==> src/rtl/dmem_arbiter_if.sv <==
// Request/response and DataMemory pin bundle shared by the two DataMemory requesters and the arbiter.
// Master = requester/memory side (testbench or SoC glue), slave = arbiter.
interface dmem_arbiter_if;
  logic        a_req, a_we, a_lock;
  logic [31:0] a_addr, a_wdata;
  logic        a_gnt, a_rvalid, a_err;
  logic [31:0] a_rdata;

  logic        b_req, b_we, b_lock;
  logic [31:0] b_addr, b_wdata;
  logic        b_gnt, b_rvalid, b_err;
  logic [31:0] b_rdata;

  logic [31:0] mem_address, mem_write_data, mem_read_data;
  logic        mem_read, mem_write;

  modport master (
    output a_req, a_we, a_lock, a_addr, a_wdata,
    output b_req, b_we, b_lock, b_addr, b_wdata,
    input  a_gnt, a_rvalid, a_err, a_rdata,
    input  b_gnt, b_rvalid, b_err, b_rdata,
    input  mem_address, mem_write_data, mem_read, mem_write,
    output mem_read_data
  );

  modport slave (
    input  a_req, a_we, a_lock, a_addr, a_wdata,
    input  b_req, b_we, b_lock, b_addr, b_wdata,
    output a_gnt, a_rvalid, a_err, a_rdata,
    output b_gnt, b_rvalid, b_err, b_rdata,
    output mem_address, mem_write_data, mem_read, mem_write,
    input  mem_read_data
  );
endinterface

==> src/rtl/dmem_arbiter.sv <==
// Two-port arbiter (CPU port A, loader/DMA port B) for the single-port DataMemory, with lock and anti-starvation.
// Grant is combinational, access completes at the grant edge; rvalid/err/rdata one cycle later.
// Losing port simply stays un-granted; DMEM_ARB_RR_EN selects round-robin IDLE priority with symmetric starvation.
module dmem_arbiter #(
  parameter int MEM_SIZE = 128,
  parameter int MAX_WAIT = 4
) (
  input  logic           clk,
  input  logic           rst,
  dmem_arbiter_if.slave  bus
);

  typedef enum logic [1:0] {IDLE, LOCK_A, LOCK_B} state_t;

  localparam logic [3:0]  WAIT_MAX = 4'(MAX_WAIT);
  localparam logic [31:0] ADDR_LIM = 32'(MEM_SIZE);

  state_t     state, state_nxt;
  logic [3:0] b_wait, b_wait_nxt;
  logic       a_gnt, b_gnt;
  logic       a_oor, b_oor;
  logic       b_force;

  assign a_oor   = bus.a_addr >= ADDR_LIM;
  assign b_oor   = bus.b_addr >= ADDR_LIM;
  assign b_force = bus.b_req && (b_wait == WAIT_MAX);

`ifdef DMEM_ARB_RR_EN
  logic [3:0] a_wait, a_wait_nxt;
  logic       a_force;
  logic       prio_b, prio_b_nxt;

  assign a_force = bus.a_req && (a_wait == WAIT_MAX);
`endif

  always_comb begin
    a_gnt     = 1'b0;
    b_gnt     = 1'b0;
    state_nxt = IDLE;
    case (state)
      LOCK_A: a_gnt = bus.a_req;
      LOCK_B: b_gnt = bus.b_req;
      default: begin
`ifdef DMEM_ARB_RR_EN
        if (a_force && b_force) begin
          a_gnt = ~prio_b;
          b_gnt = prio_b;
        end else if (b_force) begin
          b_gnt = 1'b1;
        end else if (a_force) begin
          a_gnt = 1'b1;
        end else if (bus.a_req && bus.b_req) begin
          a_gnt = ~prio_b;
          b_gnt = prio_b;
        end else begin
          a_gnt = bus.a_req;
          b_gnt = bus.b_req;
        end
`else
        if (b_force) begin
          b_gnt = 1'b1;
        end else if (bus.a_req) begin
          a_gnt = 1'b1;
        end else begin
          b_gnt = bus.b_req;
        end
`endif
      end
    endcase
    // Nothing may reach the memory while reset is held, even with requests pending.
    if (!rst) begin
      a_gnt = 1'b0;
      b_gnt = 1'b0;
    end
    if (a_gnt && bus.a_lock) begin
      state_nxt = LOCK_A;
    end else if (b_gnt && bus.b_lock) begin
      state_nxt = LOCK_B;
    end
  end

  always_comb begin
    b_wait_nxt = 4'd0;
    if (bus.b_req && !b_gnt) begin
      b_wait_nxt = (b_wait == WAIT_MAX) ? b_wait : b_wait + 4'd1;
    end
`ifdef DMEM_ARB_RR_EN
    a_wait_nxt = 4'd0;
    if (bus.a_req && !a_gnt) begin
      a_wait_nxt = (a_wait == WAIT_MAX) ? a_wait : a_wait + 4'd1;
    end
    prio_b_nxt = prio_b;
    if (state == IDLE && (a_gnt || b_gnt)) begin
      prio_b_nxt = a_gnt;
    end
`endif
  end

  always_comb begin
    bus.mem_address    = 32'd0;
    bus.mem_write_data = 32'd0;
    bus.mem_read       = 1'b0;
    bus.mem_write      = 1'b0;
    if (a_gnt) begin
      bus.mem_address    = bus.a_addr;
      bus.mem_write_data = bus.a_wdata;
      bus.mem_read       = ~bus.a_we & ~a_oor;
      bus.mem_write      = bus.a_we & ~a_oor;
    end else if (b_gnt) begin
      bus.mem_address    = bus.b_addr;
      bus.mem_write_data = bus.b_wdata;
      bus.mem_read       = ~bus.b_we & ~b_oor;
      bus.mem_write      = bus.b_we & ~b_oor;
    end
  end

  assign bus.a_gnt = a_gnt;
  assign bus.b_gnt = b_gnt;

  always_ff @(posedge clk or negedge rst) begin
    if (!rst) begin
      state  <= IDLE;
      b_wait <= 4'd0;
`ifdef DMEM_ARB_RR_EN
      a_wait <= 4'd0;
      prio_b <= 1'b0;
`endif
    end else begin
      state  <= state_nxt;
      b_wait <= b_wait_nxt;
`ifdef DMEM_ARB_RR_EN
      a_wait <= a_wait_nxt;
      prio_b <= prio_b_nxt;
`endif
    end
  end

  // Out-of-range reads still answer with rvalid so the requester never waits forever; data is forced to 0.
  always_ff @(posedge clk or negedge rst) begin
    if (!rst) begin
      bus.a_rvalid <= 1'b0;
      bus.a_err    <= 1'b0;
      bus.a_rdata  <= 32'd0;
      bus.b_rvalid <= 1'b0;
      bus.b_err    <= 1'b0;
      bus.b_rdata  <= 32'd0;
    end else begin
      bus.a_rvalid <= a_gnt & ~bus.a_we;
      bus.a_err    <= a_gnt & a_oor;
      bus.b_rvalid <= b_gnt & ~bus.b_we;
      bus.b_err    <= b_gnt & b_oor;
      if (a_gnt && !bus.a_we) begin
        bus.a_rdata <= a_oor ? 32'd0 : bus.mem_read_data;
      end
      if (b_gnt && !bus.b_we) begin
        bus.b_rdata <= b_oor ? 32'd0 : bus.mem_read_data;
      end
    end
  end

endmodule
==> src/flat_wrapper.sv <==
// flat-port wrapper written by rule: the top's interface ports become plain ports
module dmem_arbiter_flat 
#(
  parameter int MEM_SIZE = 128,
  parameter int MAX_WAIT = 4
)
  (clk, rst, bus_a_req, bus_a_we, bus_a_lock, bus_a_addr, bus_a_wdata, bus_b_req, bus_b_we, bus_b_lock, bus_b_addr, bus_b_wdata, bus_a_gnt, bus_a_rvalid, bus_a_err, bus_a_rdata, bus_b_gnt, bus_b_rvalid, bus_b_err, bus_b_rdata, bus_mem_address, bus_mem_write_data, bus_mem_read, bus_mem_write, bus_mem_read_data);
  dmem_arbiter_if bus_i ();
  input  logic clk;
  input  logic rst;
  input wire logic [$bits(bus_i.a_req)-1:0] bus_a_req;
  input wire logic [$bits(bus_i.a_we)-1:0] bus_a_we;
  input wire logic [$bits(bus_i.a_lock)-1:0] bus_a_lock;
  input wire logic [$bits(bus_i.a_addr)-1:0] bus_a_addr;
  input wire logic [$bits(bus_i.a_wdata)-1:0] bus_a_wdata;
  input wire logic [$bits(bus_i.b_req)-1:0] bus_b_req;
  input wire logic [$bits(bus_i.b_we)-1:0] bus_b_we;
  input wire logic [$bits(bus_i.b_lock)-1:0] bus_b_lock;
  input wire logic [$bits(bus_i.b_addr)-1:0] bus_b_addr;
  input wire logic [$bits(bus_i.b_wdata)-1:0] bus_b_wdata;
  output wire logic [$bits(bus_i.a_gnt)-1:0] bus_a_gnt;
  output wire logic [$bits(bus_i.a_rvalid)-1:0] bus_a_rvalid;
  output wire logic [$bits(bus_i.a_err)-1:0] bus_a_err;
  output wire logic [$bits(bus_i.a_rdata)-1:0] bus_a_rdata;
  output wire logic [$bits(bus_i.b_gnt)-1:0] bus_b_gnt;
  output wire logic [$bits(bus_i.b_rvalid)-1:0] bus_b_rvalid;
  output wire logic [$bits(bus_i.b_err)-1:0] bus_b_err;
  output wire logic [$bits(bus_i.b_rdata)-1:0] bus_b_rdata;
  output wire logic [$bits(bus_i.mem_address)-1:0] bus_mem_address;
  output wire logic [$bits(bus_i.mem_write_data)-1:0] bus_mem_write_data;
  output wire logic [$bits(bus_i.mem_read)-1:0] bus_mem_read;
  output wire logic [$bits(bus_i.mem_write)-1:0] bus_mem_write;
  input wire logic [$bits(bus_i.mem_read_data)-1:0] bus_mem_read_data;
  assign bus_i.a_req = bus_a_req;
  assign bus_i.a_we = bus_a_we;
  assign bus_i.a_lock = bus_a_lock;
  assign bus_i.a_addr = bus_a_addr;
  assign bus_i.a_wdata = bus_a_wdata;
  assign bus_i.b_req = bus_b_req;
  assign bus_i.b_we = bus_b_we;
  assign bus_i.b_lock = bus_b_lock;
  assign bus_i.b_addr = bus_b_addr;
  assign bus_i.b_wdata = bus_b_wdata;
  assign bus_a_gnt = bus_i.a_gnt;
  assign bus_a_rvalid = bus_i.a_rvalid;
  assign bus_a_err = bus_i.a_err;
  assign bus_a_rdata = bus_i.a_rdata;
  assign bus_b_gnt = bus_i.b_gnt;
  assign bus_b_rvalid = bus_i.b_rvalid;
  assign bus_b_err = bus_i.b_err;
  assign bus_b_rdata = bus_i.b_rdata;
  assign bus_mem_address = bus_i.mem_address;
  assign bus_mem_write_data = bus_i.mem_write_data;
  assign bus_mem_read = bus_i.mem_read;
  assign bus_mem_write = bus_i.mem_write;
  assign bus_i.mem_read_data = bus_mem_read_data;
  dmem_arbiter #(.MEM_SIZE(MEM_SIZE), .MAX_WAIT(MAX_WAIT)) u_core (.clk(clk), .rst(rst), .bus(bus_i));
endmodule
==> config.mk <==
export PLATFORM = sky130hd
export DESIGN_NAME = dmem_arbiter_flat
export DESIGN_NICKNAME = d
export VERILOG_FILES = /design/src/rtl/dmem_arbiter_if.sv /design/src/rtl/dmem_arbiter.sv /design/src/flat_wrapper.sv
export SDC_FILE = /design/constraint.sdc
export NUM_CORES = 1
export LEC_CHECK = 0
export ABC_AREA = 1
export CAP_MARGIN = 20
export CORE_AREA = 2 2 119 121
export CTS_BUF_LIST = sky130_fd_sc_hd__clkbuf_16
export CTS_CLUSTER_SIZE = 14
export DETAILED_ROUTE_END_ITERATION = 8
export DIE_AREA = 0 0 121 123
export PLACE_DENSITY_LB_ADDON = 0.15
export SLEW_MARGIN = 20
export SYNTH_ARGS = -nofsm -noshare
export SYNTH_HDL_FRONTEND = slang
export SYNTH_SLANG_ARGS = --single-unit
==> constraint.sdc <==
create_clock -name clk -period 2.75 [get_ports clk]
set_input_delay 0.6875 -clock clk [delete_from_list [all_inputs] [get_ports clk]]
set_output_delay 0.6875 -clock clk [all_outputs]
set_load 0.03 [all_outputs]
Word-level counts from Yosys, hierarchy flattened:

Index checks and enable logic that the tools add are counted.

* muxes and demuxes: 22
* bitwise gates (word level): 12
* equal/unequal tests: 4
* reductions and logical operators: 9
* add/sub/neg operators: 1
* order comparisons: 2

Operators by type and width (number)
* $mux 32: 6
* $ge 32x8->1 const B: 2
* $mux 1: 10
* $and 1x1->1: 8
* $mux 4: 2
* $logic_and 1x1->1: 6
* $add 4x1->4 const B: 1
* $eq 4x3->1 const B: 1
* $mux 2: 2
* $not 1->1: 4
* $pmux 1 s2: 2
* $logic_not 1->1: 3
* $eq 2x1->1 const B: 1
* $eq 2x2->1 const B: 1
* $ne 2x2->1 const B: 1

* input bits: 168
* word-level logic and storage cells: 58
* register bits: 74

Longest topological paths before layout:

Gate-level depths: netlist of run 1.

* depth in word-level cells: 8
* depth in mapped cells: 11
* depth with buffers taken out: 10

Worst setup path after synthesis of run 1:

No wires, ideal clock.

* kind: input -> output
* start point: in bus_a_req
* end point: out bus_mem_address[18]
* data required time: 2.062 ns
* data arrival time: 2.073 ns
* stages: 6
* path buffers: 2
* path slack: -0.010 ns
* cell sequence: inv_1 nor3_2 o21ai_4 buf_4 buf_4 o21ai_0

* cells in the longest elaborated chain, start to end: 6
* elaborated cells between the ends (all ways): 10
* classes of those cells: 10 x mux

Ends and longest elaborated chain
* start, declared: line flat_wrapper.sv:11 `input wire logic [$bits(bus_i.a_req)-1:0] bus_a_req;`
* $mux 1: line dmem_arbiter.sv:62 `end else if (bus.a_req) begin`
* $mux 1: line dmem_arbiter.sv:60 `if (b_force) begin`
* $pmux 1 s2: line dmem_arbiter.sv:40 `case (state)`
* $mux 1: line dmem_arbiter.sv:71 `if (!rst) begin`
* $mux 32: line dmem_arbiter.sv:109 `end else if (b_gnt) begin`
* $mux 32 *: line dmem_arbiter.sv:104 `if (a_gnt) begin`
* end, declared: line flat_wrapper.sv:29 `output wire logic [$bits(bus_i.mem_address)-1:0] bus_mem_address;`

Mark *: on every way between the ends. The rest lies on a longest branch, timed or not.

Final worst setup path of run 1:

* start point: reg u_core.state[1]
* end point: out bus_mem_address[30]

* cells in the longest elaborated chain, start to end: 5
* elaborated cells between the ends (all ways): 8
* classes of those cells: 2 x eq/ne; 6 x mux

Ends and longest elaborated chain
* start, declared: line dmem_arbiter.sv:18 `state_t state, state_nxt;`
* start signal, assigned: line dmem_arbiter.sv:129 `state <= state_nxt;`
* $eq 2x2->1 / $eq 2x1->1 (equally long branches): line dmem_arbiter.sv:40
* $pmux 1 s2: line dmem_arbiter.sv:40
* $mux 1: line dmem_arbiter.sv:71
* $mux 32: line dmem_arbiter.sv:109
* $mux 32 *: line dmem_arbiter.sv:104

Marks and branches as above.

==> results of run 1 <==
## cell usage in the layout, fill, tap and decap left out, types with 4 or more instances in the layout
cell type | Yosys | routed
buf_12 | 0 | 36
nand2_2 | 1 | 44
clkbuf_16 | 0 | 10
buf_6 | 0 | 34
nand2_1 | 259 | 215
nor2_1 | 34 | 28
o21ai_2 | 0 | 6
nand3_4 | 0 | 9
inv_1 | 22 | 16
dfrtp_1 | 74 | 74
nor2_2 | 1 | 4
clkdlybuf4s50_1 | 0 | 212
dlygate4sd2_1 | 0 | 20
buf_4 | 16 | 36
nand3_2 | 0 | 23
nor2_4 | 2 | 5
nand3_1 | 131 | 99
inv_2 | 4 | 8
## state kept, by name, summed over array words and instances (netlist names)
signal               cells
u_core.bus.a_rdata      32
u_core.b_wait            4
u_core.state             2
u_core.bus.a_err         1
u_core.bus.b_rdata      32
u_core.bus.b_err         1
u_core.bus.b_rvalid      1
u_core.bus.a_rvalid      1
## cell type report
type | instances | share of cell area
timing repair buffer | 345 | 0.437
multi-input combinational | 456 | 0.278
sequential | 74 | 0.211
clock buffer | 9 | 0.0257
tap | 180 | 0.0257
inverter | 26 | 0.0131
clock inverter | 7 | 0.00885
antenna | 1 | 0.000286
## worst paths after layout
check,startpoint,to,slack [ps]
hold / removal,u_core.bus.a_rdata[3],u_core.bus.a_rdata[3],480
max in group asynchronous,rst,u_core.bus.b_rdata[5],1520
setup / recovery,u_core.state[1],bus_mem_address[30],-40
min in group asynchronous,rst,u_core.bus.a_rdata[14],620
hold reg to reg,u_core.bus.a_rdata[3],u_core.bus.a_rdata[3],480
setup reg to reg,u_core.state[1],u_core.bus.b_rdata[26],340
## logic make-up after synthesis
logic type | synth area share
compound gates | 0.0219
xor+xnor | 0.00420
buf+inv | 0.0788
simple gates | 0.440
flops | 0.444
fa+ha+maj | 0.0120
## metal layers
metal  up-vias  GRT usage
li1       2539          -
met1      2458      0.276
met2       227      0.431
met3        43     0.0664
met4         6     0.0749
met5         -          0
## where the power goes
group	internal (W)	switching [W]
registers	0.00110	0.00000771
logic	0.000611	0.000619
clock network	0.000711	0.000469
## worst max-delay path, cell delays in order, from the launching register on
cell	delay, ps
dfrtp_1	410
ha_4	300
nor2_4	40
nor3_4	200
o21ai_4	100
buf_12	150
buf_16	170
nand3_1	130
nand2_2	100
buf_12	150
## stage by stage
| step | utilization | total power, W | instance area [µm²] | hold slack (ps) | TNS (ps) |
|---|---|---|---|---|---|
| after detailed placement | 0.559 | 0.00216 | 7600 | 468 | -23290 |
| after floorplan | - | 0.00154 | 4180 | 392 | -41.9 |
| after CTS | 0.618 | 0.00347 | 8420 | 482 | -43.8 |
| after global placement | 0.559 | 0.00215 | 7600 | 461 | -17050 |
| after global routing | 0.644 | 0.00366 | 8760 | 501 | -4420 |
| final | 0.644 | 0.00352 | 8760 | 477 | -515 |
## repair_timing
action / CTS / global route
pin swaps: 45 / 28
gates cloned: 4 / 1
buffers inserted: 13 / 0
resized for setup: 114 / 89
endpoints found under the setup margin: 68 / 66
==> flow_summary.yaml, run 1 <==
run_status:
  status: "complete, but fails checks"
  violations: "setup timing"
hold_path:
  min_path_type: "reg -> reg"
  min_path_cells: 2
routing:
  final_antenna_net_count: 0
  via_per_inst: 4.80
  wl_met3_mm: 1.50
  topRoutingLayerUsed: "met5"
  vias: 5273
  drt_iter0_drc: 280
  post_drt_wl_per_cell_um: 17.4
  wl_met2_mm: 9.91
  drc: 0
  wl_mm: 19.1
  met1_length_mm: 7.13
  dr.pass1.iters: 4
global_route:
  globalRouteTotalUtil: 0.239
  grt_pass1_wl_mm: 27.7
  antenna_found_initial: 4
  grt_pass1_vias: 5292
  grt_max_degree: 75
  grt_remaining_overflow: 0
setup_path:
  cp.arrival_ps: 2100
  cp-end-kind: "primary output"
  critical_path.max_fanout: 39
  crit_type: "reg -> out"
  worstPathRequired_ps: 2060
  r2r_cells: 10
  cp-start-kind: "register"
timing:
  hold_violations: 0
  grt_setup_unrepaired: "true"
  worst_pin_slew_ps: 950
  timing.final.crit_period_ps: 2790
  skew_ps: 4.58
  fmax_ghz: 0.359
  setup_ws_ps: -37.9
  fin_crit_sh: 1.01
  setup_violations: 38
  relSlewSlack: 0.367
  finalMaxSlewViolations: 0
synth:
  synth-edff-count: 0
  yosys_warnings: 0
  syn_inst: 595
  avgSynthCellArea_um2: 7.02
  syn-num-nets: 767
  synthTopCellsByArea: "dfrtp_1 (44%), nand2_1 (23%), nand3_1 (16%)"
  synth_top_area_frac: 0.444
  synth_area_um2: 4180
  ys.flop_type: "dfrtp_1"
  synth_common_cells: "nand2_1 (259), nand3_1 (131), dfrtp_1 (74)"
  ys_async_sr_fraction: 1.00
  synth_top_cell_by_area: "dfrtp_1"
  synth-seq-cells: 74
  synth_cell_type_count: 22
  synth_most_common_cell: "nand2_1"
  ys_seq_area_frac: 0.444
pwr:
  powerDensity_nw_per_um2: 401
  irDropWorstVdd_mv: 0.259
  leakage_nw: 4.18
finish:
  area_growth_pct: 110
  fin_cells: 1098
  register_area_um2: 1850
  layout.nets: 1084
  multi_input_area_um2: 2440
  nFillCells: 1126
  drive_gt1_frac: 0.258
place:
  dp_slack_ps: -402
  dpl.hpwl_mm: 13.6
  gp_congestion: 0.926
  dp.cells: 1064
  numPortBuffers: 303
floorplan:
  die_w_um: 121
  core_area_um2: 13600
  ios: 304
  start_util: 0.307
  dieArea_um2: 14900
  die_h_um: 123
  std_cell_rows: 43
cts:
  cts.sinks: 74
  clkSlewWorstSetupHoldPaths_ps: 60
  postCtsHoldBufs: 0
  tritoncts: "built"
  clockRootBuffer: "clkbuf_16"
  clkLatencyLatePin_ps: 330
  cts_htree_levels: 3
  cts_buffers: 9
  cts_buffer_depth: 2
job:
  max_cap_viol_count: 0
Note: power is estimated with default switching activity, not from simulation.
==> run 2: changes to the inputs <==
- CELL_PAD_IN_SITES_DETAIL_PLACEMENT: unset -> 1
- CELL_PAD_IN_SITES_GLOBAL_PLACEMENT: unset -> 1
- CORE_AREA: 2 2 119 121 -> unset
- CORE_MARGIN: unset -> 2
- CORE_UTILIZATION: unset -> 23
- DIE_AREA: 0 0 121 123 -> unset
==> flow_summary.yaml, run 2 (same netlist as run 1, synthesis figures left out) <==
run_status:
  status: "complete, but fails checks"
  violations: "setup timing"
finish:
  reg_top3: "u_core.bus.a_rdata: 32 flops, u_core.bus.b_rdata: 32 flops, u_core.b_wait: 4 flops"
  final_common_cell: "clkdlybuf4s50_1"
  area_growth_pct: 125
  nFillCells: 2037
  utilization: 0.525
  layout.nets: 1111
  final_cell_mix: "clkdlybuf4s50_1 (210), nand2_1 (206), nand3_1 (78)"
  drive_gt1_frac: 0.319
routing:
  dr.pass1.iters: 4
  post_drt_wl_per_cell_um: 19.6
  final_antenna_net_count: 0
  vias: 5581
  via_per_inst: 4.75
  wl_mm: 23.1
  drc: 0
  drt_iter0_drc: 195
cts:
  clkSlewWorstSetupHoldPaths_ps: 60
  cts_buffers: 9
  cts.sinks: 74
  clkLatencyLatePin_ps: 340
  clockRootBuffer: "clkbuf_16"
  tritoncts: "built"
  cts_htree_levels: 3
  cts_buffer_depth: 2
  postCtsHoldBufs: 0
floorplan:
  std_cell_rows: 49
  dieArea_um2: 19200
  ios: 304
  die_h_um: 139
  core_area_um2: 17900
  start_util: 0.233
  die_w_um: 139
timing:
  finalMaxSlewViolations: 0
  grt_setup_unrepaired: "true"
  worst_pin_slew_ps: 961
  setup_violations: 56
  fmax_ghz: 0.349
  fin_crit_sh: 1.04
  relSlewSlack: 0.359
  timing.final.crit_period_ps: 2860
  setup_ws_ps: -114
  skew_ps: 6.90
  hold_violations: 0
hold_path:
  min_path_cells: 2
  min_path_type: "reg -> reg"
  min_to: "u_core.bus.b_rdata[18]"
  hp-start: "u_core.bus.b_rdata[18]"
setup_path:
  crit_slowest_cell: "dfrtp_1"
  rr_startpoint: "u_core.b_wait[0]"
  crit_buf_inv: 5
  cp-start-kind: "register"
  critPathMaxStageDelay_ps: 410
  path_cells: "inv_2, ha_4, nand4_4, o21ai_4, buf_12, buf_12, buf_8, nand3_1, o21ai_1, buf_4"
  r2r_cells: 11
  cp-end-kind: "primary output"
  critical_path.max_fanout: 7
  cp.arrival_ps: 2180
  worstPathRequired_ps: 2060
  r2r_setup_slack_ps: 440
  crit_type: "reg -> out"
  crit_family: "buffers and inverters"
  rr_endpoint: "u_core.bus.b_rdata[13]"
  cp_common_cell: "buf_12"
pwr:
  leakage_nw: 4.54
  irDropWorstVdd_mv: 0.239
  fin_total_pwr_w: 0.00363
  powerDensity_nw_per_um2: 386
global_route:
  grt_pass1_vias: 6012
  grt_remaining_overflow: 0
  antenna_found_initial: 2
  globalRouteTotalUtil: 0.216
  grt_max_degree: 75
  grt_pass1_wl_mm: 33.1
place:
  numPortBuffers: 303
  dpl.hpwl_mm: 15.9
  gp_congestion: 0.902
job:
  max_cap_viol_count: 0
==> run 2: area by class of cell <==
type	count	area (µm²)	area share
timing repair buffer	372	4240	0.451
multi-input combinational	456	2610	0.277
sequential	74	1850	0.197
tap	229	287	0.0305
clock buffer	9	225	0.0240
inverter	26	116	0.0124
clock inverter	7	61.3	0.00653
antenna	2	5.00	0.000533
==> run 2: how the worst max path moves through the flow <==
stage | startpoint | endpoint | depth (start not counted)
6_report | u_core.b_wait[0] | bus_mem_address[15] | 10
3_3_place_gp | bus_b_req | bus_mem_address[17] | 8
4_1_cts | u_core.state[1] | bus_mem_address[14] | 12
2_1_floorplan | bus_a_req | bus_mem_address[18] | 6
5_1_grt | u_core.state[1] | bus_mem_write_data[10] | 11
3_5_place_dp | bus_b_req | bus_mem_address[15] | 8
==> run 2: routing by layer <==
metal,GRT usage,part of all wire
met5,0,0
met4,0.0819,0.033
met3,0.0563,0.060
met2,0.400,0.53
met1,0.238,0.38
==> run 2: power breakdown <==
group / total, W / switching (W) / internal (W)
registers: 0.00111 / 0.00000887 / 0.00110
clock network: 0.00114 / 0.000451 / 0.000694
logic: 0.00138 / 0.000689 / 0.000687
total: 0.00363 / 0.00115 / 0.00248
==> run 2: tightest hold or removal path, delay by kind of cell (launching register included) <==
kind,cells,cell delay [ps]
AND/OR/NAND/NOR,2,100
flip-flops,1,340
==> run 2: repair_timing <==
action                                  4_1_cts  5_1_grt
cloned                                        5        6
gates resized for setup                     114      159
setup buffers                                 9       12
pin swaps                                    34       65
endpoints found under the setup margin       68       67
==> run 2: metrics by stage <==
step           setup TNS (ps)  cells  hold WS (ps)  worst slack [ps]  instance area [µm²]
6_report                -3000   1175           481              -114                 9390
5_1_grt                 -8780   1174           515              -193                 9390
4_1_cts                 -3910   1158           488              -109                 8580
3_5_place_dp           -22810   1129           469              -319                 7690
3_3_place_gp           -18510   1129           462              -277                 7690
2_1_floorplan           -41.9    595           392             -10.5                 4180
==> run 3: changes to the inputs <==
- SKIP_CTS_REPAIR_TIMING: unset -> 1
==> flow_summary.yaml, run 3 (same netlist as run 1, synthesis figures left out) <==
run_status:
  status: "complete, but fails checks"
  violations: "setup timing"
floorplan:
  ios: 304
  die_h_um: 139
  core_area_um2: 17900
  start_util: 0.233
  std_cell_rows: 49
  die_w_um: 139
  dieArea_um2: 19200
setup_path:
  cp-end-kind: "primary output"
  crit_slowest_cell: "dfrtp_1"
  critical_path.max_fanout: 8
  worstPathRequired_ps: 2060
  cp-start-kind: "register"
  path_cells: "ha_4, nor2_2, nor3_4, o21ai_4, buf_6, clkinv_8, clkbuf_16, nand2_4, nand2_2, buf_6"
  cp_common_cell: "buf_6"
  cp.arrival_ps: 2140
  critPathMaxStageDelay_ps: 400
  crit_type: "reg -> out"
timing:
  fin_crit_sh: 1.03
  relSlewSlack: 0.360
  grt_setup_unrepaired: "true"
  hold_violations: 0
  fmax_ghz: 0.354
  skew_ps: 6.81
  finalMaxSlewViolations: 0
  timing.final.crit_period_ps: 2830
  tns_ps: -1260
  worst_pin_slew_ps: 960
  setup_ws_ps: -76.4
  setup_violations: 41
cts:
  tritoncts: "built"
  clkSlewWorstSetupHoldPaths_ps: 60
  clkLatencyLatePin_ps: 340
  cts.sinks: 74
  cts_buffers: 9
  clockRootBuffer: "clkbuf_16"
  cts_buffer_depth: 2
  cts_htree_levels: 3
routing:
  post_drt_wl_per_cell_um: 19.5
  drt_iter0_drc: 163
  vias: 5609
  drc: 0
  via_per_inst: 4.79
  wl_mm: 22.8
  dr.pass1.iters: 4
  final_antenna_net_count: 0
global_route:
  grt_pass1_wl_mm: 31.1
  antenna_found_initial: 2
  globalRouteTotalUtil: 0.201
  grt_remaining_overflow: 0
  grt_pass1_vias: 5752
  grt_max_degree: 75
pwr:
  leakage_nw: 4.73
  irDropWorstVdd_mv: 0.239
  switchingPower_w: 0.00113
  p_int_w: 0.00245
  powerDensity_nw_per_um2: 387
  p_sw_frac: 0.316
  power_frac_comb: 0.371
  clkPwrFrac: 0.319
  seq_power_share: 0.310
finish:
  final_cell_mix: "clkdlybuf4s50_1 (194), nand2_1 (180), nand3_1 (107)"
  register_area_um2: 1850
  area_growth_pct: 122
  layout.nets: 1107
  nFillCells: 2043
  drive_gt1_frac: 0.315
  utilization: 0.517
  fin_area_um2: 9250
  final_common_cell: "clkdlybuf4s50_1"
  multi_input_area_um2: 2540
  fin_cells: 1171
  reg_top3: "u_core.bus.a_rdata: 32 flops, u_core.bus.b_rdata: 32 flops, u_core.b_wait: 4 flops"
hold_path:
  min_path_type: "reg -> reg"
place:
  dp_slack_ps: -319
  dpl.hpwl_mm: 15.9
  dp.cells: 1129
  dpl_cell_area_um2: 7690
  gp_congestion: 0.902
  numPortBuffers: 303
job:
  max_cap_viol_count: 0
## run 3: changes by cell type in the layout (fill, tap and decap cells not counted), sizes merged
cell | previous run | this run
buf | 132 | 123
clkbuf | 15 | 19
clkdlybuf4s15 | 1 | 0
clkdlybuf4s50 | 210 | 194
clkinv | 3 | 4
dlygate4sd2 | 2 | 0
dlymetal6s2s | 21 | 40
## run 3: routing by layer
layer / GRT usage / wire length, µm / share of wire / up-vias
li1: - / - / - / 2589
met1: 0.222 / 8410 / 0.37 / 2723
met2: 0.373 / 12000 / 0.53 / 244
met3: 0.0525 / 1560 / 0.068 / 51
met4: 0.0718 / 810 / 0.035 / 2
met5: 0 / 13 / 0.00057 / -
## run 3: final timing paths
kind | start | end | slack [ps] | cells past startpoint
worst min register to register | u_core.bus.b_rdata[18] | u_core.bus.b_rdata[18] | 480 | 2
max in group asynchronous | rst | u_core.bus.a_rdata[9] | 1530 | 2
worst max register to register | u_core.state[1] | u_core.bus.b_rdata[30] | 420 | 11
worst min-delay path | u_core.bus.b_rdata[18] | u_core.bus.b_rdata[18] | 480 | 2
worst max-delay path | u_core.state[1] | bus_mem_write_data[8] | -80 | 10
min in group asynchronous | rst | u_core.bus.b_rdata[16] | 590 | 2
## run 3: cell type report
type                       instances  share of cell area
multi-input combinational        456               0.275
timing repair buffer             367               0.449
inverter                          26              0.0122
clock buffer                       9              0.0243
tap                              229              0.0310
timing repair inverter             1             0.00122
clock inverter                     7             0.00663
antenna                            2            0.000541
sequential                        74               0.200
## run 3: power by group through the flow
stage / sequential [W] / combinational, W / clock [W]
floorplan: 0.00113 / 0.000409 / 0
global placement: 0.00113 / 0.00102 / 0
detailed placement: 0.00113 / 0.00104 / 0
CTS: 0.00111 / 0.00105 / 0.00117
global route: 0.00111 / 0.00139 / 0.00122
finish: 0.00111 / 0.00133 / 0.00114
## run 3: critical path, delay by kind of cell (launching register included)
kind / cells / cell delay, ps
buffers and inverters: 4 / 580
and+or+nand+nor: 4 / 390
adders and majority gates: 1 / 290
AOI/OAI and AO/OA: 1 / 130
DFF: 1 / 400
## run 3: through the flow
stage / total power, W / hold slack (ps)
after floorplan: 0.00154 / 392
after global placement: 0.00215 / 462
after detailed placement: 0.00217 / 469
after CTS: 0.00333 / 488
after global routing: 0.00371 / 515
final: 0.00358 / 481
